===== config.mk =====
export PLATFORM = sky130hd
export DESIGN_NAME = sync_fifo
export DESIGN_NICKNAME = d
export VERILOG_FILES = /design/src/rtl/sync_fifo_pkg.sv /design/src/rtl/sync_fifo_mem.sv /design/src/rtl/sync_fifo.sv
export SDC_FILE = /design/constraint.sdc
export NUM_CORES = 1
export LEC_CHECK = 0
export ABC_CLOCK_PERIOD_IN_PS = 5300
export CORE_ASPECT_RATIO = 1.75
export CORE_MARGIN = 2
export CORE_UTILIZATION = 67
export CTS_BUF_LIST = sky130_fd_sc_hd__clkbuf_2 sky130_fd_sc_hd__clkbuf_4 sky130_fd_sc_hd__clkbuf_8
export CTS_CLUSTER_SIZE = 25
export DETAILED_ROUTE_END_ITERATION = 12
export PLACE_DENSITY = 0.88
export SYNTH_ARGS = -nofsm -noshare
export SYNTH_HDL_FRONTEND = slang
export SYNTH_SLANG_ARGS = --single-unit
export TNS_END_PERCENT = 1

===== constraint.sdc =====
create_clock -name clk -period 5.3 [get_ports clk]
set_input_delay 0.795 -clock clk [delete_from_list [all_inputs] [get_ports clk]]
set_output_delay 0.795 -clock clk [all_outputs]
set_load 0.02 [all_outputs]

===== src/rtl/sync_fifo_pkg.sv =====
// Shared defaults and sizing helper for sync_fifo.
package sync_fifo_pkg;
    localparam int DEF_WIDTH = 8;
    localparam int DEF_DEPTH = 16;

    // Occupancy needs one extra bit so that a value of DEPTH can be represented.
    function automatic int cnt_w(input int depth);
        return $clog2(depth) + 1;
    endfunction
endpackage


===== src/rtl/sync_fifo_mem.sv =====
// DEPTH x WIDTH storage with one write port and one registered read port.
module sync_fifo_mem
    import sync_fifo_pkg::*;
#(
    parameter int WIDTH = DEF_WIDTH,
    parameter int DEPTH = DEF_DEPTH,
    parameter int AW    = $clog2(DEPTH)
) (
    input  logic             clk,
    input  logic             rst_n,
    input  logic             we,
    input  logic [AW-1:0]    waddr,
    input  logic [WIDTH-1:0] wdata,
    input  logic             re,
    input  logic [AW-1:0]    raddr,
    output logic [WIDTH-1:0] rdata
);
    logic [WIDTH-1:0] mem [DEPTH];

    // Storage is intentionally left unreset.
    always_ff @(posedge clk) begin
        if (we)
            mem[waddr] <= wdata;
    end

    always_ff @(posedge clk or negedge rst_n) begin
        if (!rst_n)
            rdata <= '0;
        else if (re)
            rdata <= mem[raddr];
    end
endmodule


===== src/rtl/sync_fifo.sv =====
// Synchronous FIFO with occupancy flags and registered read data.
// Define SYNC_FIFO_ERR_FLAGS_EN to build the sticky overflow/underflow flags.
module sync_fifo
    import sync_fifo_pkg::*;
#(
    parameter int WIDTH    = DEF_WIDTH,
    parameter int DEPTH    = DEF_DEPTH,
    parameter int AF_LEVEL = DEPTH - 2,
    parameter int AE_LEVEL = 2
) (
    input  logic                       clk,
    input  logic                       rst_n,
    input  logic                       wr_en,
    input  logic                       rd_en,
    input  logic [WIDTH-1:0]           din,
    output logic [WIDTH-1:0]           dout,
    output logic                       full,
    output logic                       empty,
    output logic                       almost_full,
    output logic                       almost_empty,
    output logic [cnt_w(DEPTH)-1:0]    count,
    output logic                       overflow,
    output logic                       underflow
);
    localparam int AW = $clog2(DEPTH);
    localparam int CW = cnt_w(DEPTH);
    localparam logic [CW-1:0] FULL_CNT = CW'(DEPTH);
    localparam logic [CW-1:0] AF_CNT   = CW'(AF_LEVEL);
    localparam logic [CW-1:0] AE_CNT   = CW'(AE_LEVEL);

    logic [AW-1:0] wptr, rptr;
    logic          rd_ok, wr_ok;

    // Flags decode the registered count only, so no input reaches them combinationally.
    assign full         = (count == FULL_CNT);
    assign empty        = (count == '0);
    assign almost_full  = (count >= AF_CNT);
    assign almost_empty = (count <= AE_CNT);

    // A read frees a slot in the same edge, so a full FIFO still accepts a write alongside it.
    assign rd_ok = rd_en && !empty;
    assign wr_ok = wr_en && (!full || rd_ok);

    always_ff @(posedge clk or negedge rst_n) begin
        if (!rst_n) begin
            wptr  <= '0;
            rptr  <= '0;
            count <= '0;
        end else begin
            if (wr_ok) wptr <= wptr + 1'b1;
            if (rd_ok) rptr <= rptr + 1'b1;
            case ({wr_ok, rd_ok})
                2'b10:   count <= count + 1'b1;
                2'b01:   count <= count - 1'b1;
                default: count <= count;
            endcase
        end
    end

    sync_fifo_mem #(
        .WIDTH (WIDTH),
        .DEPTH (DEPTH),
        .AW    (AW)
    ) u_mem (
        .clk   (clk),
        .rst_n (rst_n),
        .we    (wr_ok),
        .waddr (wptr),
        .wdata (din),
        .re    (rd_ok),
        .raddr (rptr),
        .rdata (dout)
    );

`ifdef SYNC_FIFO_ERR_FLAGS_EN
    always_ff @(posedge clk or negedge rst_n) begin
        if (!rst_n) begin
            overflow  <= 1'b0;
            underflow <= 1'b0;
        end else begin
            if (wr_en && !wr_ok) overflow  <= 1'b1;
            if (rd_en && empty)  underflow <= 1'b1;
        end
    end
`else
    assign overflow  = 1'b0;
    assign underflow = 1'b0;
`endif
endmodule


==> metrics.yaml, run 1 <==
drive_gt1_frac: 0.2414
clk_pin_slew_worst_paths_ns: 0.08
power_per_cell_area_mw_per_mm2: 523.7
fin_util: 0.7667
cts_buffer_depth: 2
clock_sinks: 149
grt_pass1_wl_microns: 17330
fp-row-count: 46
routed_wl_microns: 11610
drv_cap: 0
groute.usage.overall: 0.2486
criticalPathCategory: "reg -> out"
yosysUniqueCellTypes: 51
fin_crit_sh: 0.5694
max_freq_ghz: 0.3314
worst-r2r-setup-slack_ns: 2.36
core_area_sq_mm: 0.008979
hold_depth: 1
cts_buffers: 17
area_growth_pct: 12.24
synthFlopType: "edfxtp_1"
worstPathArrival_ns: 2.22
synth_cells: 328
port_buffers: 28
drv_slew: 0
hp-class: "reg -> reg"
synth-edff-count: 128
drtIter0Drc: 289
vias: 3129
worst_slack_ns: 2.282
die_w_microns: 76.33
cp.required_ns: 4.51
postSynthAreaPerCell_sq_um: 18.70
cts-root-buf: "clkbuf_8"
vias_per_cell: 6.296
rsz0062_at_grt: "false"
hpwl_microns: 7539
final_common_cell: "edfxtp_1"
cp-start-kind: "flop"
r2r_end: "count[4]"
io_pins: 31
overflow: 0
die-area_sq_mm: 0.009966
postSynth.asyncResetShare: 0.1409
insertion_delay_ns: 0.44
synth.yosys.seq_area_share: 0.7124
worst_slew_pin_slew_ns: 1.062
fillers: 551
postCtsHoldBufs: 0
min_from: "count[4]"
antenna_found_initial: 0
post_drt_wl_per_cell_microns: 23.36
power_mw: 3.605
slew_headroom: 0.2898
p_leak_nw: 2.333
place_ws_ns: 1.873
n_antenna_cell: 0
yosysWarningCount: 0
postRouteAntennaNets: 0
initial_core_util: 0.6831
post-cts-setup-buffer-count: 0
grt_max_degree: 37
r2r_cells: 10
cp_max_fo: 8
hold_viol: 0
status: "finished, final reports clean"
synthesis.area_sq_mm: 0.006133
period_minus_slack_ns: 3.018
ir_drop_v: 0.0003095
setup_tns_ns: 0
ys_seq_elements: 149
die_height_microns: 130.6
setup_violations: 0
dr.pass1.iters: 5
place_congestion: 0.8449
nets: 385
min_to: "count[4]"
final_cell_mix: "edfxtp_1 (128), mux4_2 (30), clkdlybuf4s50_1 (28)"
h-tree-depth: 4
endpoint_kind: "primary output"
drc_errors: 0
cts_tree: "done"
grt_pass1_vias: 3214
crit-reg2reg-launch: "count[4]"
cts_resized: 0
fin_skew_ns: 0.01682
worst max-delay path by stage:
stage / end / depth (start not counted) / slack, ns / from
after floorplan: count[4] / 10 / 2.57 / count[4]
after global placement: count[4] / 10 / 1.98 / rd_en
after detailed placement: count[4] / 10 / 1.87 / rd_en
after CTS: full / 4 / 2.24 / count[0]
after global routing: full / 4 / 2.12 / count[0]
final: full / 4 / 2.28 / count[0]
where the power goes:
part           total [mW]  switching [mW]  internal, mW  leakage (nW)
sequential           1.64           0.181          1.46          1.40
combinational        1.18           0.584         0.599         0.740
clock               0.785           0.385         0.400         0.194
total                3.61            1.15          2.45          2.33
registers in the layout, indices dropped and copies added (netlist names):
signal	flops
u_mem.rdata	8
count	5
u_mem.mem	128
wptr	4
rptr	4
area by class of cell:
type,count,area [sq um],area share
Tap cell,120,150.1,0.02181
Sequential cell,149,4369,0.6347
Clock buffer,22,277.8,0.04035
Timing Repair Buffer,35,332.8,0.04835
Multi-Input combinational cell,151,1632,0.2370
Clock inverter,10,85.08,0.01236
Inverter,10,37.54,0.005453
cell usage after synthesis (2+ instances only):
library cell,instances,area (sq um)
nor4_1,4,25.02
o21a_1,2,15.01
xnor2_1,8,70.07
and2_1,4,25.02
mux2_2,9,101.4
dfrtp_1,21,525.5
mux4_2,30,675.7
and3_1,4,25.02
nand3_1,2,10.01
nand2_1,6,22.52
buf_2,3,15.01
a211oi_1,7,52.55
inv_1,9,33.78
mux2_4,2,30.03
clkbuf_1,7,26.28
ha_1,8,100.1
nand4_1,2,12.51
o21ai_0,4,20.02
a31oi_1,2,12.51
nor2b_1,9,56.30
nor2_1,5,18.77
edfxtp_1,128,3844
buf_1,2,7.510
o22ai_1,7,43.79
a21oi_1,9,45.04
buf_4,6,45.04
mux2i_1,4,40.04
per-stage QoR:
| step | cell area, sq um | hold WS, ns | std cells |
|---|---|---|---|
| after floorplan | 6137 | 0.4994 | 329 |
| after global placement | 6521 | 0.5886 | 465 |
| after detailed placement | 6521 | 0.5743 | 465 |
| after CTS | 6884 | 0.6135 | 497 |
| after global routing | 6884 | 0.6510 | 497 |
| final | 6884 | 0.6199 | 497 |
per-layer routing:
metal | global-route usage | vias up | routed length [microns]
met4 | 0.1444 | 0 | 467
met3 | 0.05975 | 26 | 672
met1 | 0.2618 | 1599 | 4004
met2 | 0.4550 | 127 | 6464
li1 | - | 1377 | -
met5 | 0 | - | 0
logic make-up after synthesis:
family	synth area share
DFF	0.7124
adders and majority gates	0.01958
xor gates and xnor gates	0.01285
other	0.0006114
buffers and inverters	0.02325
muxes	0.1399
AOI/OAI and AO/OA	0.04733
and+or+nand+nor	0.04406
worst max-delay path: stages, from the launching register on:
cell and delay (ns):
dfrtp_1 0.51, nor4_2 0.44, nand2_1 0.17, inv_1 0.07
clkdlybuf4s50_1 0.60
No activity file was read; power rests on OpenSTA's default activity.
==> run 2, diff against run 1 <==
--- a/config.mk
+++ b/config.mk
@@ -5,14 +5,14 @@
 export SDC_FILE = /design/constraint.sdc
 export NUM_CORES = 1
 export LEC_CHECK = 0
-export ABC_CLOCK_PERIOD_IN_PS = 5300
+export ABC_CLOCK_PERIOD_IN_PS = 2750
 export CORE_ASPECT_RATIO = 1.75
 export CORE_MARGIN = 2
-export CORE_UTILIZATION = 67
+export CORE_UTILIZATION = 56
 export CTS_BUF_LIST = sky130_fd_sc_hd__clkbuf_2 sky130_fd_sc_hd__clkbuf_4 sky130_fd_sc_hd__clkbuf_8
 export CTS_CLUSTER_SIZE = 25
 export DETAILED_ROUTE_END_ITERATION = 12
-export PLACE_DENSITY = 0.88
+export PLACE_DENSITY = 0.78
 export SYNTH_ARGS = -nofsm -noshare
 export SYNTH_HDL_FRONTEND = slang
 export SYNTH_SLANG_ARGS = --single-unit
==> constraint.sdc (replaced) <==
create_clock -name clk -period 2.75 [get_ports clk]
set_input_delay 0.4125 -clock clk [delete_from_list [all_inputs] [get_ports clk]]
set_output_delay 0.4125 -clock clk [all_outputs]
set_load 0.02 [all_outputs]
==> metrics.yaml, run 2 (synthesis gave the netlist of run 1 again) <==
clock_sinks: 149  # unchanged
setup_violations: 0  # unchanged
timing.hold.ws_ns: 0.3234  # -0.2965 ns
postCtsHoldBufs: 0  # unchanged
cts_buffers: 17  # unchanged
initial_core_util: 0.5733  # -0.1098
vias: 3100  # -0.93%
p_leak_nw: 2.411  # +3.4%
crit-reg2reg-launch: "count[4]"
area_growth_pct: 14.93
die_height_microns: 142.4  # +9.1%
period_minus_slack_ns: 2.587
fin_skew_ns: 0.01003  # -0.006799 ns
status: "finished, final reports clean"
cp.required_ns: 3.12  # -1.39 ns
drtIter0Drc: 193  # -33%
regMostFlops: "u_mem.mem"
path_cells: "or3_4 > o31a_4 > nand2b_4 > inv_2 > ha_4 > nor2b_1 > o21a_1 > or2_2 > o32a_1 > o211ai_1"
grt_pass1_vias: 3281  # +2.1%
power_per_cell_area_mw_per_mm2: 1003  # +92%
insertion_delay_ns: 0.44  # about the same
slowest_delay_ns: 0.41  # -0.19 ns
h-tree-depth: 4  # unchanged
power_mw: 7.071  # +96%
drv_slew: 0  # unchanged
cp_slowest_cell: "or3_4"
drive_gt1_frac: 0.2723  # +0.03089
place_ws_ns: 0.07871  # -1.795 ns
postRouteAntennaNets: 0  # unchanged
dr.pass1.iters: 4  # -1
hold_viol: 0  # unchanged
post_drt_wl_per_cell_microns: 21.61  # -7.5%
worst_slew_pin_slew_ns: 0.5684  # -0.4935 ns
cts-root-buf: "clkbuf_8"
cp_max_fo: 4  # -4
fin_cells: 523  # +5.2%
slew_headroom: 0.6211  # +0.3312
io_pins: 31  # unchanged
largest_reg_flops: 128  # unchanged
drv_cap: 0  # unchanged
die_w_microns: 83.11  # +8.9%
antenna_found_initial: 0  # unchanged
core_area_sq_mm: 0.01070  # +19%
hpwl_microns: 8085  # +7.2%
worst-r2r-setup-slack_ns: 0.16  # -2.20 ns
setup_tns_ns: 0  # unchanged
hp-class: "in -> async"
grt_pass1_wl_microns: 17770  # +2.5%
ir_drop_v: 0.0008338  # +170%
max_freq_ghz: 0.3866
die-area_sq_mm: 0.01184  # +19%
port_buffers: 28  # unchanged
clk_pin_slew_worst_paths_ns: 0.08  # about the same
final_cell_mix: "edfxtp_1 (128), mux4_2 (30), clkdlybuf4s50_1 (27)"
overflow: 0  # unchanged
fin_crit_sh: 0.9406
cp-start-kind: "flop"
reg.largest.list: "u_mem.mem: 128 flops, u_mem.rdata: 8 flops, count: 5 flops"
n_antenna_cell: 0  # unchanged
routed_wl_microns: 11300  # -2.7%
worst_slack_ns: 0.1632  # -2.119 ns
fp-row-count: 50  # +8.7%
nets: 401  # +4.2%
place_congestion: 0.8685  # +2.8%
vias_per_cell: 5.927  # -5.9%
grt_max_degree: 37  # unchanged
cts_buffer_depth: 2  # unchanged
criticalPathCategory: "reg -> reg"
endpoint_kind: "flop"
groute.usage.overall: 0.2059  # -0.04276
dpl.cell_count: 491  # +5.6%
crit_path_start: "count[4]"
cts_tree: "done"
worstPathArrival_ns: 2.95  # +0.73 ns
rsz0062_at_grt: "false"
final_common_cell: "edfxtp_1"
drc_errors: 0  # unchanged
run 2: cell count changes in the layout (fill, tap and decap cells not counted), sizes merged:
| cell | change |
|---|---|
| clkbuf | -2 |
| clkdlybuf4s50 | -1 |
| buf | +16 |
| inv | +4 |
| clkinv | -6 |
| bufinv | -1 |
| clkinvlp | +5 |
| dlymetal6s2s | +1 |
run 2: path summary, 6_finish.rpt:
check,endpoint,depth (start not counted)
max in group asynchronous,wptr[0],2
worst max register to register,count[4],10
worst min register to register,u_mem.rdata[1],2
worst max-delay path,count[4],10
min in group clk,u_mem.rdata[1],2
worst min-delay path,count[4],2
run 2: routing by layer:
metal / GRT usage / vias up / share of wire
met4: 0.09232 / 0 / 0.026
met2: 0.3841 / 80 / 0.57
li1: - / 1411 / -
met1: 0.2125 / 1589 / 0.36
met5: 0 / - / 0
met3: 0.05684 / 20 / 0.037
run 2: layout make-up:
class | count | area [sq um]
inverters | 10 | 37.54
clock inverters | 12 | 96.34
clock buffers | 20 | 269.0
flip-flops and latches | 149 | 4369
well taps | 130 | 162.7
repair buffers | 51 | 467.9
fillers | 723 | 3649
multi-input cells | 151 | 1647
run 2: metrics by stage:
step / util / area, sq um
floorplan: - / 6137
global placement: 0.6226 / 6660
detailed placement: 0.6226 / 6660
CTS: 0.6575 / 7034
global route: 0.6589 / 7049
finish: 0.6589 / 7049
run 2: critical path: cells and delay by family, from the launching register on:
family / cells / cell delay (ns)
buffers and inverters: 1 / 0.07
flip-flops: 1 / 0.39
AO/OA/AOI/OAI: 4 / 0.91
AND/OR/NAND/NOR: 4 / 0.91
adder cells (fa/ha/maj): 1 / 0.23
run 2: power breakdown:
group	internal (mW)	switching (mW)	leakage, nW
clock	0.694	0.823	0.170
combinational	1.27	1.25	0.843
sequential	2.80	0.230	1.40
run 2: what timing repair did:
item,4_1_cts,5_1_grt
setup endpoints to repair,1,2
gates resized for setup,1,2
cloned,0,0
buffers inserted,0,0
==> run 3, diff against run 2 <==
--- a/config.mk
+++ b/config.mk
@@ -6,13 +6,15 @@
 export NUM_CORES = 1
 export LEC_CHECK = 0
 export ABC_CLOCK_PERIOD_IN_PS = 2750
+export CELL_PAD_IN_SITES_DETAIL_PLACEMENT = 0
+export CELL_PAD_IN_SITES_GLOBAL_PLACEMENT = 2
 export CORE_ASPECT_RATIO = 1.75
 export CORE_MARGIN = 2
-export CORE_UTILIZATION = 56
+export CORE_UTILIZATION = 43
 export CTS_BUF_LIST = sky130_fd_sc_hd__clkbuf_2 sky130_fd_sc_hd__clkbuf_4 sky130_fd_sc_hd__clkbuf_8
 export CTS_CLUSTER_SIZE = 25
 export DETAILED_ROUTE_END_ITERATION = 12
-export PLACE_DENSITY = 0.78
+export PLACE_DENSITY_LB_ADDON = 0.1
 export SYNTH_ARGS = -nofsm -noshare
 export SYNTH_HDL_FRONTEND = slang
 export SYNTH_SLANG_ARGS = --single-unit
==> metrics.yaml, run 3 (synthesis gave the netlist of run 1 again) <==
setup_violations: 0  # unchanged
intPower_mw: 4.944  # +3.7%
drtIter0Drc: 166  # -14%
power_switching_mw: 2.323  # +0.89%
grt_max_degree: 37  # unchanged
dpl.cell_count: 545  # +11%
p_leak_nw: 2.443  # +1.3%
final_common_cell: "edfxtp_1"
insertion_delay_ns: 0.44  # about the same
drv_cap: 0  # unchanged
criticalPathCategory: "reg -> reg"
status: "finished, final reports clean"
endpoint_kind: "flop"
grt-busiest-layer: "met2"
slew_headroom: 0.3150  # -0.3061
regMostFlops: "u_mem.mem"
largest_reg_flops: 128  # unchanged
rsz0062_at_grt: "false"
worst_slew_pin_slew_ns: 1.019  # +0.4506 ns
postRouteAntennaNets: 0  # unchanged
ir_drop_v: 0.0005476  # -34%
max_freq_ghz: 0.3840  # -0.67%
reg.largest.list: "u_mem.mem: 128 flops, u_mem.rdata: 8 flops, count: 5 flops"
fin_skew_ns: 0.01147  # +0.001441 ns
nets: 408  # +1.7%
cts_buffers: 17  # unchanged
fin_cells: 577  # +10%
timing.hold.ws_ns: 0.3498  # +0.02647 ns
pwr-share-clk: 0.222  # +0.007
n_antenna_cell: 0  # unchanged
combPwrFrac: 0.354  # -0.002
groute.usage.overall: 0.1860  # -0.01984
cp_max_fo: 4  # unchanged
cp_slowest_cell: "or3_4"
die_w_microns: 94.28  # +13%
worst_path_dominant_cell_family: "compound AO/OA/AOI/OAI gates"
cts_buffer_depth: 2  # unchanged
worstPathArrival_ns: 2.95  # about the same
die-area_sq_mm: 0.01527  # +29%
die_height_microns: 162.0  # +14%
overflow: 0  # unchanged
grt_pass1_wl_microns: 20010  # +13%
antenna_found_initial: 0  # unchanged
use_met1: 0.1959  # -0.01651
routed_wl_microns: 13100  # +16%
io_pins: 31  # unchanged
cts_tree: "done"
path_cells: "or3_4 > o31a_4 > nand2b_4 > inv_2 > ha_4 > nor2b_1 > o21a_1 > or2_4 > o32a_1 > o211ai_1"
hold_viol: 0  # unchanged
setup_tns_ns: 0  # unchanged
core_area_sq_mm: 0.01391  # +30%
hp-class: "in -> async"
grt_util_met2: 0.3581  # -0.02601
drv_slew: 0  # unchanged
cp-start-kind: "flop"
initial_core_util: 0.4410  # -0.1323
slowest_delay_ns: 0.41  # about the same
vias_per_cell: 5.348  # -9.8%
place_congestion: 0.7462  # -14%
drc_errors: 0  # unchanged
clock_sinks: 149  # unchanged
post-cts-setup-buffer-count: 0  # unchanged
power_per_cell_area_mw_per_mm2: 1010  # +0.68%
grt_pass1_vias: 3438  # +4.8%
area_growth_pct: 17.32
clk_pin_slew_worst_paths_ns: 0.08  # about the same
final_cell_mix: "edfxtp_1 (128), mux4_2 (30), buf_4 (29)"
dr.pass1.iters: 4  # unchanged
port_buffers: 28  # unchanged
drive_gt1_frac: 0.2900  # +0.01774
cp.required_ns: 3.10  # -0.02 ns
cts-root-buf: "clkbuf_8"
hpwl_microns: 8980  # +11%
grt_use_met3: 0.04221  # -0.01464
post_drt_wl_per_cell_microns: 22.70  # +5.1%
fin_crit_sh: 0.9470  # +0.006340
path_buf_inv: 1  # unchanged
sequentialPowerShare: 0.425  # -0.004
period_minus_slack_ns: 2.604  # +0.01743 ns
vias: 3086  # -0.45%
fp-row-count: 57  # +14%
switching_share: 0.3196  # -0.005964
h-tree-depth: 4  # unchanged
[run 3: cell types whose count changed in the layout (fill, tap and decap cells not counted), sizes merged, moves of 2 or more]
cell,previous run,this run
bufinv,0,2
clkinv,2,7
buf,23,30
clkinvlp,6,3
inv,14,11
[run 3: area by class of cell]
type / count / area (sq um)
fillers: 1202 / 6711
flip-flops and latches: 149 / 4370
multi-input cells: 151 / 1665
repair buffers: 58 / 518.0
clock buffers: 19 / 249.0
well taps: 177 / 221.5
clock inverters: 13 / 133.9
inverters: 10 / 37.54
[run 3: timing repair]
item | CTS | global route
setup endpoints to repair | 0 | 1
resized for setup | 0 | 2
hold buffers | 0 | 0
endpoints found under the hold margin | 0 | 0
[run 3: power by group through the flow]
stage          clock (mW)  sequential [mW]  combinational (mW)
6_report             1.61             3.09                2.57
5_1_grt              1.74             3.13                2.82
4_1_cts              1.65             3.10                2.62
3_5_place_dp            0             3.15                2.60
3_3_place_gp            0             3.13                2.60
2_1_floorplan           0             3.11                1.66
[run 3: path summary, 6_finish.rpt]
| kind | slack (ns) | end | cells past startpoint | from |
|---|---|---|---|---|
| worst max register to register | 0.15 | count[4] | 10 | count[4] |
| min in group clk | 0.58 | u_mem.rdata[6] | 2 | u_mem.rdata[6] |
| worst min-delay path | 0.35 | count[0] | 2 | rst_n |
| worst min register to register | 0.58 | u_mem.rdata[6] | 2 | u_mem.rdata[6] |
| worst max-delay path | 0.15 | count[4] | 10 | count[4] |
| max in group asynchronous | 2.12 | rptr[2] | 2 | rst_n |
[run 3: routing by layer]
| metal | vias up | routed length (microns) |
|---|---|---|
| met1 | 1597 | 4865 |
| li1 | 1429 | - |
| met5 | - | 0 |
| met2 | 48 | 7784 |
| met3 | 12 | 281 |
| met4 | 0 | 167 |
[run 3: through the flow]
step                      setup WS [ns]  utilization  cell area (sq um)  power [mW]
after global placement          0.07067       0.4888               6798       5.722
after CTS                       0.02090       0.5163               7181       7.369
after global routing            0.01329       0.5174               7196       7.686
final                            0.1458       0.5174               7196       7.267
after detailed placement        0.03740       0.4888               6798       5.745
after floorplan                 0.02372            -               6137       4.770
